<file path="src/rtl/jtag_tap_sequencer.sv">
// jtag_tap_sequencer: JTAG master that runs IR/DR scans and TAP resets from the system clock,
// generating TCK/TMS/TDI and returning the captured TDO bits.
module jtag_tap_sequencer #(
  parameter int DATA_W  = 64,
  parameter int LEN_W   = 7,
  parameter int CLK_DIV = 2
) (
  input  logic              i_clock,
  input  logic              i_reset,
  input  logic              i_cmd_valid,
  output logic              o_cmd_ready,
  input  logic              i_cmd_ir,
  input  logic [LEN_W-1:0]  i_cmd_len,
  input  logic [DATA_W-1:0] i_cmd_data,
  output logic              o_rsp_valid,
  input  logic              i_rsp_ready,
  output logic [DATA_W-1:0] o_rsp_data,
  output logic              o_busy,
  output logic              o_jtag_tck,
  output logic              o_jtag_tms,
  output logic              o_jtag_tdi,
  input  logic              i_jtag_tdo
);
  localparam int CW = $clog2(2 * CLK_DIV) + 1;
  localparam int IW = (DATA_W > 1) ? $clog2(DATA_W) : 1;
  localparam logic [CW-1:0] C_RISE = CW'(CLK_DIV - 1);
  localparam logic [CW-1:0] C_FALL = CW'(2 * CLK_DIV - 1);
  typedef enum logic [2:0] {RST_SEQ, IDLE, HDR, SHIFT, TRAIL, RSP} state_t;
  state_t            r_state, w_ns;
  logic [CW-1:0]     r_cnt;
  logic [LEN_W-1:0]  r_idx, r_len, w_ni, w_last;
  logic              r_ir, r_start, r_cmd, w_tms, w_tdi;
  logic [DATA_W-1:0] r_data;
  // Next TCK cycle: r_start replays index 0 of the current state instead of advancing.
  always_comb begin
    w_last = r_state == RST_SEQ ? LEN_W'(5) :
             r_state == HDR     ? (r_ir ? LEN_W'(3) : LEN_W'(2)) :
             r_state == TRAIL   ? LEN_W'(1) : r_len - 1'b1;
    w_ns   = (r_start || r_idx != w_last) ? r_state :
             r_state == RST_SEQ ? (r_cmd ? RSP : IDLE) :
             r_state == HDR     ? SHIFT :
             r_state == SHIFT   ? TRAIL : RSP;
    w_ni   = (r_start || r_idx == w_last) ? '0 : r_idx + 1'b1;
    w_tms  = w_ns == RST_SEQ ? (w_ni < LEN_W'(5)) :
             w_ns == HDR     ? (w_ni == '0 || (r_ir && w_ni == LEN_W'(1))) :
             w_ns == SHIFT   ? (w_ni == r_len - 1'b1) :
             w_ns == TRAIL   ? (w_ni == '0) : 1'b0;
    w_tdi  = w_ns == SHIFT && r_data[w_ni[IW-1:0]];
  end
  always_ff @(posedge i_clock) begin
    if (i_reset) begin
      r_state     <= RST_SEQ;
      r_cnt       <= C_FALL;
      r_start     <= 1'b1;
      r_cmd       <= 1'b0;
      r_idx       <= '0;
      r_ir        <= 1'b0;
      r_len       <= '0;
      r_data      <= '0;
      o_jtag_tck  <= 1'b0;
      o_jtag_tms  <= 1'b1;
      o_jtag_tdi  <= 1'b0;
      o_cmd_ready <= 1'b0;
      o_rsp_valid <= 1'b0;
      o_rsp_data  <= '0;
      o_busy      <= 1'b1;
    end else if (r_state == IDLE) begin
      if (i_cmd_valid) begin
        r_ir        <= i_cmd_ir;
        r_len       <= i_cmd_len > LEN_W'(DATA_W) ? LEN_W'(DATA_W) : i_cmd_len;
        r_data      <= i_cmd_data;
        r_state     <= i_cmd_len == '0 ? RST_SEQ : HDR;
        r_cmd       <= 1'b1;
        r_start     <= 1'b1;
        r_cnt       <= C_FALL;
        r_idx       <= '0;
        o_rsp_data  <= '0;
        o_cmd_ready <= 1'b0;
        o_busy      <= 1'b1;
      end
    end else if (r_state == RSP) begin
      if (i_rsp_ready) begin
        r_state     <= IDLE;
        o_rsp_valid <= 1'b0;
        o_cmd_ready <= 1'b1;
        o_busy      <= 1'b0;
      end
    end else begin
      r_cnt <= r_cnt + 1'b1;
      if (r_cnt == C_RISE) begin
        o_jtag_tck <= 1'b1;
        if (r_state == SHIFT) o_rsp_data[r_idx[IW-1:0]] <= i_jtag_tdo;
      end
      if (r_cnt == C_FALL) begin
        r_cnt       <= '0;
        r_start     <= 1'b0;
        r_state     <= w_ns;
        r_idx       <= w_ni;
        o_jtag_tck  <= 1'b0;
        o_jtag_tms  <= w_tms;
        o_jtag_tdi  <= w_tdi;
        o_rsp_valid <= w_ns == RSP;
        o_cmd_ready <= w_ns == IDLE;
        o_busy      <= w_ns != IDLE;
      end
    end
  end
endmodule

</file>
<file path="config.mk">
export PLATFORM = sky130hd
export DESIGN_NAME = jtag_tap_sequencer
export DESIGN_NICKNAME = d
export VERILOG_FILES = /design/src/rtl/jtag_tap_sequencer.sv
export SDC_FILE = /design/constraint.sdc
export NUM_CORES = 1
export LEC_CHECK = 0
export CAP_MARGIN = 20
export CORE_UTILIZATION = 45
export CTS_CLUSTER_SIZE = 20
export DETAILED_ROUTE_END_ITERATION = 6
export PLACE_DENSITY = 0.82
export SLEW_MARGIN = 20
export SYNTH_ARGS = -nofsm -noshare
export SYNTH_HDL_FRONTEND = slang
export SYNTH_SLANG_ARGS = --single-unit
</file>
<file path="constraint.sdc">
create_clock -name i_clock -period 3.03 [get_ports i_clock]
set_input_delay 0.909 -clock i_clock [delete_from_list [all_inputs] [get_ports i_clock]]
set_output_delay 0.909 -clock i_clock [all_outputs]
set_load 0.05 [all_outputs]
</file>
* Yosys cells after proc, flatten, opt, wreduce, memory -nomap -nowiden
Index checks and enable logic that the tools add are counted.
** Word-level totals
- Logic and storage cells :: 126
- Output and inout bits :: 70
- Register bits :: 157
** Cells by class
- Reductions and logical operators :: 24
- Equal/unequal tests :: 21
- $add $sub $neg :: 3
- $lt $le $gt $ge :: 5
- Multiplexer cells :: 56
- Bitwise operators :: 2
** Operator list (number)
- 64-bit two-way mux :: 5
- 64-bit bitwise mux :: 1
- 7-bit two-way mux :: 9
- 3-bit two-way mux :: 13
- 1-bit two-way mux :: 25
- 3-bit by 2-bit == test with 1-bit output (second input constant) :: 5
- 3-bit AND reduction :: 5
- 7-bit == test :: 2
- 7-bit zero test :: 2
- 6-bit by 7-bit less-than comparator with 1-bit output (second input constant) :: 2
- 3-bit == test (second input constant) :: 4
- 2-bit nonzero test :: 5
- 3-bit by 1-bit == test with 1-bit output (second input constant) :: 3
- 7-bit by 1-bit adder with 7-bit output (second input constant) :: 1
- 7-bit by 1-bit == test with 1-bit output (second input constant) :: 1
- 7-bit greater-than comparator (second input constant) :: 1
- 7-bit by 3-bit less-than comparator with 1-bit output (second input constant) :: 1
- 7-bit != test :: 1
- 7-bit by 1-bit subtractor with 7-bit output (second input constant) :: 1
- 1-bit binary-select mux with 6-bit select :: 1
- 1-bit demux with 6-bit select :: 1
- 6-bit by 1-bit greater-or-equal comparator with 1-bit output (second input constant) :: 1
- 3-bit zero test :: 2
- 2-bit != test (second input constant) :: 3
- other kinds (10) :: 16

* Depth between registers and ports, before layout
- Depth after elaboration :: 12
- Mapped depth :: 12
- Depth with buffers taken out :: 11

* Worst setup path after synthesis
Ideal clock, no wire load.
- Kind :: register to register
- Start point :: reg r_len[0]
- End point :: reg r_idx[6]
- Arrival :: 2.862 ns
- Clock period less this slack :: 2.933 ns
- Setup time :: 0.070 ns
- Stages on the path, launching flop included :: 12
- Path slack :: 0.097 ns
- Path through :: dfxtp_1 clkbuf_1 inv_1 ha_1 nor3b_1 xor2_1 o21ai_0 a211oi_1 a211o_1 nand2_1 or3_1 a21oi_1
** Between the ends
- Cells in the longest elaborated chain, start to end :: 10
** RTL lines
- start: declaration :: RTL line 31 : logic [LEN_W-1:0] r_idx, r_len, w_ni, w_last;
- start signal: assignment :: RTL line 70 : r_len <= i_cmd_len > LEN_W'(DATA_W) ? LEN_W'(DATA_W) : i_cmd_len;
- 7-bit by 1-bit subtractor with 7-bit output :: RTL line 38 : r_state == TRAIL ? LEN_W'(1) : r_len - 1'b1;
- 7-bit two-way mux :: RTL line 38
- 7-bit two-way mux :: RTL line 37 : r_state == HDR ? (r_ir ? LEN_W'(3) : LEN_W'(2)) :
- 7-bit two-way mux :: RTL line 36 : w_last = r_state == RST_SEQ ? LEN_W'(5) :
- 7-bit == test :: RTL line 43 : w_ni = (r_start || r_idx == w_last) ? '0 : r_idx + 1'b1;
- 1-bit logical OR :: RTL line 43
- 7-bit two-way mux :: RTL line 43
- 7-bit two-way mux :: RTL line 94 : if (r_cnt == C_FALL) begin
- 7-bit two-way mux :: RTL line 81 : end else if (r_state == RSP) begin
- 7-bit two-way mux :: RTL line 67 : end else if (r_state == IDLE) begin
- end signal: assignment :: RTL line 98 : r_idx <= w_ni;
- end: declaration :: RTL line 31
No other way between the ends. The select of a mux whose other input is x is not followed.
A chain may end at the register's enable or synchronous reset.

* Worst setup path after layout
- Start point :: reg r_len[2]
- End point :: reg o_jtag_tms
** Between the ends
- Cells in the longest elaborated chain, start to end :: 12
- Elaborated cells between the ends (all ways) :: 24
- Classes of those cells :: add/sub (1); order compare (1); eq/ne (7); mux (9); reduce/logical (6)
** RTL lines
- 7-bit by 1-bit subtractor with 7-bit output * :: RTL line 38, 46
- 7-bit two-way mux :: RTL line 38
- 7-bit two-way mux :: RTL line 37
- 7-bit two-way mux :: RTL line 36
- 7-bit == test or 7-bit != test (tied branches) :: RTL line 43, 39
- 1-bit logical OR (on tied branches) :: RTL line 43, 39
- 7-bit two-way mux or 3-bit two-way mux (tied branches) :: RTL line 43, 39
- 7-bit zero test (tied with other cells) :: RTL line 45, 47
- 1-bit two-way mux or 1-bit logical AND (tied branches) :: RTL line 47, 45
- 1-bit two-way mux or 1-bit logical OR (tied branches) :: RTL line 46, 45
- 1-bit two-way mux :: RTL line 45 : w_ns == HDR ? (w_ni == '0 || (r_ir && w_ni == LEN_W'(1))) :
- 1-bit two-way mux * :: RTL line 44 : w_tms = w_ns == RST_SEQ ? (w_ni < LEN_W'(5)) :
- end signal: assignment :: RTL line 100 : o_jtag_tms <= w_tms;
- end: declaration :: RTL line 20 : output logic o_jtag_tms,
Mark *: on every way between the ends. The rest lies on a longest branch, timed or not.

==> impl_metrics.ini <==
[status]
status = complete, no violations

[clocking]
worst_setup_hold_path_clk_slew_ns = 0.06
cts_hold_buffers = 0
cts_made_buffers = 17
clk_latency_ns = 0.43
cts_root_buf = clkbuf_16
cts_buffer_depth = 2
cts_tree = built
cts-htree-levels = 4
cts.sinks = 157

[power]
finalPower_w = 0.004747
ir_worst_vdd_uv = 394.7
p_leak_nw = 3.257
power_density_nw_per_um2 = 468.8

[critical_path]
rr_endpoint = o_jtag_tms$_SDFFE_PP1P_
crit_path_end_kind = register
path_max_fanout = 7
start_kind = register
cpPeakStageDelay_ns = 0.45
r2r_slack_ns = 0.18
cp_num_buf_inv = 0
slowest_stage = or4_4
worst_ep_required_time_ns = 3.39
reg2reg_depth = 9
rr_startpoint = r_len[2]$_SDFFE_PP0P_
critPathTopFamily = compound AO/OA/AOI/OAI gates
critPathLaunch = r_len[2]$_SDFFE_PP0P_
cp.arrival_ns = 3.21
crit_type = reg2reg
crit_chain = or3_4 > or4_4 > a2111oi_4 > a41oi_2 > a211oi_4 > o211ai_1 > a22oi_1 > nand4_1 > a31oi_1

[yosys]
syn_nets = 1074
ys_types = 66
ys_warn_count = 0
ys_ff_latch = 157
async_reset_ff_frac = 0
synth-edff-count = 0
avgSynthCellArea_um2 = 7.762
seq_area_frac_synth = 0.4078
syn_inst = 993
synthFlopType = dfxtp_1
synth_area_um2 = 7707

[detailed_routing]
wl_per_cell_um = 16.40
totalWireLength_um = 21900
vias = 7574
dr.pass1.iters = 5
ant_nets = 0
drc = 0
via_per_inst = 5.673
drt_iter0_markers = 643

[floorplan]
die_y_um = 132.9
initial_core_util = 0.4631
dieArea_um2 = 17650
coreArea_um2 = 16640
num_rows = 47
pin_count = 147
die_w_um = 132.9

[run]
drv_cap = 0

[timing]
fmax_mhz = 350.7
finClkSkew_ns = 0.005792
tightest_slew_ns = 0.7586
setup_violations = 0
fin_crit_sh = 0.9411
relSlewSlack = 0.4906
drv_slew = 0
hold_viol = 0
min_period_ns = 2.852
hold_slack_ns = 0.4514
tns_ns = 0

[place]
gp_congestion = 0.8989
place_inst = 1302
dpl.hpwl_um = 14460
place_area_um2 = 9452
io_buffer_count = 146

[min_path]
hold_path_depth = 2
hold_path.class = reg2reg
hold_end = r_data[6]$_SDFFE_PP0P_
min-delay-start = r_data[6]$_SDFFE_PP0P_

[global_route]
antenna_found_initial = 0
overflow = 0
first_global_vias = 7203
grt_max_degree = 77
grtUsageTotal = 0.2500
grt_pass1_wl_um = 35470

[finish]
antenna_cells = 0
fill_cells = 1425
final_cell_mix = nand2_1 (220), a21oi_1 (212), dfxtp_1 (157), clkdlybuf4s50_1 (145), o21ai_0 (80)
num-nets-final = 1183
seq_area_um2 = 3143
design_area_um2 = 10130
final_common_cell = nand2_1
final_cells = 1335
multiInputGateArea_um2 = 4253
area_delta_synth_final_pct = 31.40
drive_gt1_frac = 0.1022
[where the power goes]
part	total [W]	internal, W	switching, W
clock network	0.00228	0.00138	0.000898
registers	0.00209	0.00208	0.0000127
logic	0.000382	0.000179	0.000203
[routing by layer]
layer  track usage  vias up  part of all wire
li1              -     3688                 -
met1        0.3091     3548              0.40
met2        0.4226      286              0.50
met3       0.04828       52             0.063
met4        0.1086        0             0.029
met5             0        -                 0
[repair_timing]
| action | in CTS | in global routing |
|---|---|---|
| buffers inserted | 0 | 1 |
| resized for setup | 0 | 9 |
| endpoints found under the setup margin | 0 | 6 |
[cells by family (layout without fill, tap and decap cells)]
group                      count (synthesis)  after routing  synth area share
AOI/OAI and AO/OA                        344            344            0.2513
xor gates and xnor gates                  20             20           0.02646
adders and majority gates                  4              4          0.006494
buffers and inverters                    102            224           0.05097
DFF                                      157            157            0.4078
muxes                                     25             25           0.06039
and+or+nand+nor                          341            341            0.1966
[worst min-delay path: cells and delay by family (launching register included)]
kind | cells | cell delay, ns
flops | 1 | 0.31
simple gates | 1 | 0.05
compound gates | 1 | 0.05
[cell type report]
type	instances	area share
timing repair buffer	181	0.1774
multi-input combinational	734	0.4199
inverter	11	0.004077
tap	220	0.02718
clock buffer	17	0.04201
clock inverter	15	0.01903
sequential	157	0.3104
[through the flow]
stage	setup WS, ns	utilization
floorplan	0.09712	-
global placement	0.1739	0.5679
detailed placement	0.1271	0.5679
CTS	0.1209	0.6051
global route	-0.03140	0.6085
finish	0.1784	0.6085
[cells in the mapped netlist (all sizes together) (11+ instances only)]
library cell	n	area (um2)
mux4	17	382.9
dfxtp	157	3143
clkbuf	81	304.0
nand2	221	829.6
xnor2	11	96.34
inv	11	41.29
a21oi	213	1070
nor3	11	60.06
nor2b	15	93.84
o21ai	81	405.4
nand3b	11	82.58
nor2	37	138.9
[state kept, by name, indices dropped and copies added (netlist names), 3 cells and up]
name / flops
r_len: 7
r_idx: 7
r_state: 3
r_data: 64
o_rsp_data: 64
r_cnt: 3
[worst max-delay path by stage]
stage | to | slack [ns] | cells after the start
after global routing | o_jtag_tdi$_SDFFE_PP0P_ | -0.03 | 10
after floorplan | r_idx[6]$_SDFFE_PP0P_ | 0.1 | 11
final | o_jtag_tms$_SDFFE_PP1P_ | 0.18 | 9
after detailed placement | o_jtag_tms$_SDFFE_PP1P_ | 0.13 | 9
after global placement | o_jtag_tms$_SDFFE_PP1P_ | 0.17 | 9
after CTS | o_jtag_tms$_SDFFE_PP1P_ | 0.12 | 9
Power figures use the tool's default switching activity.
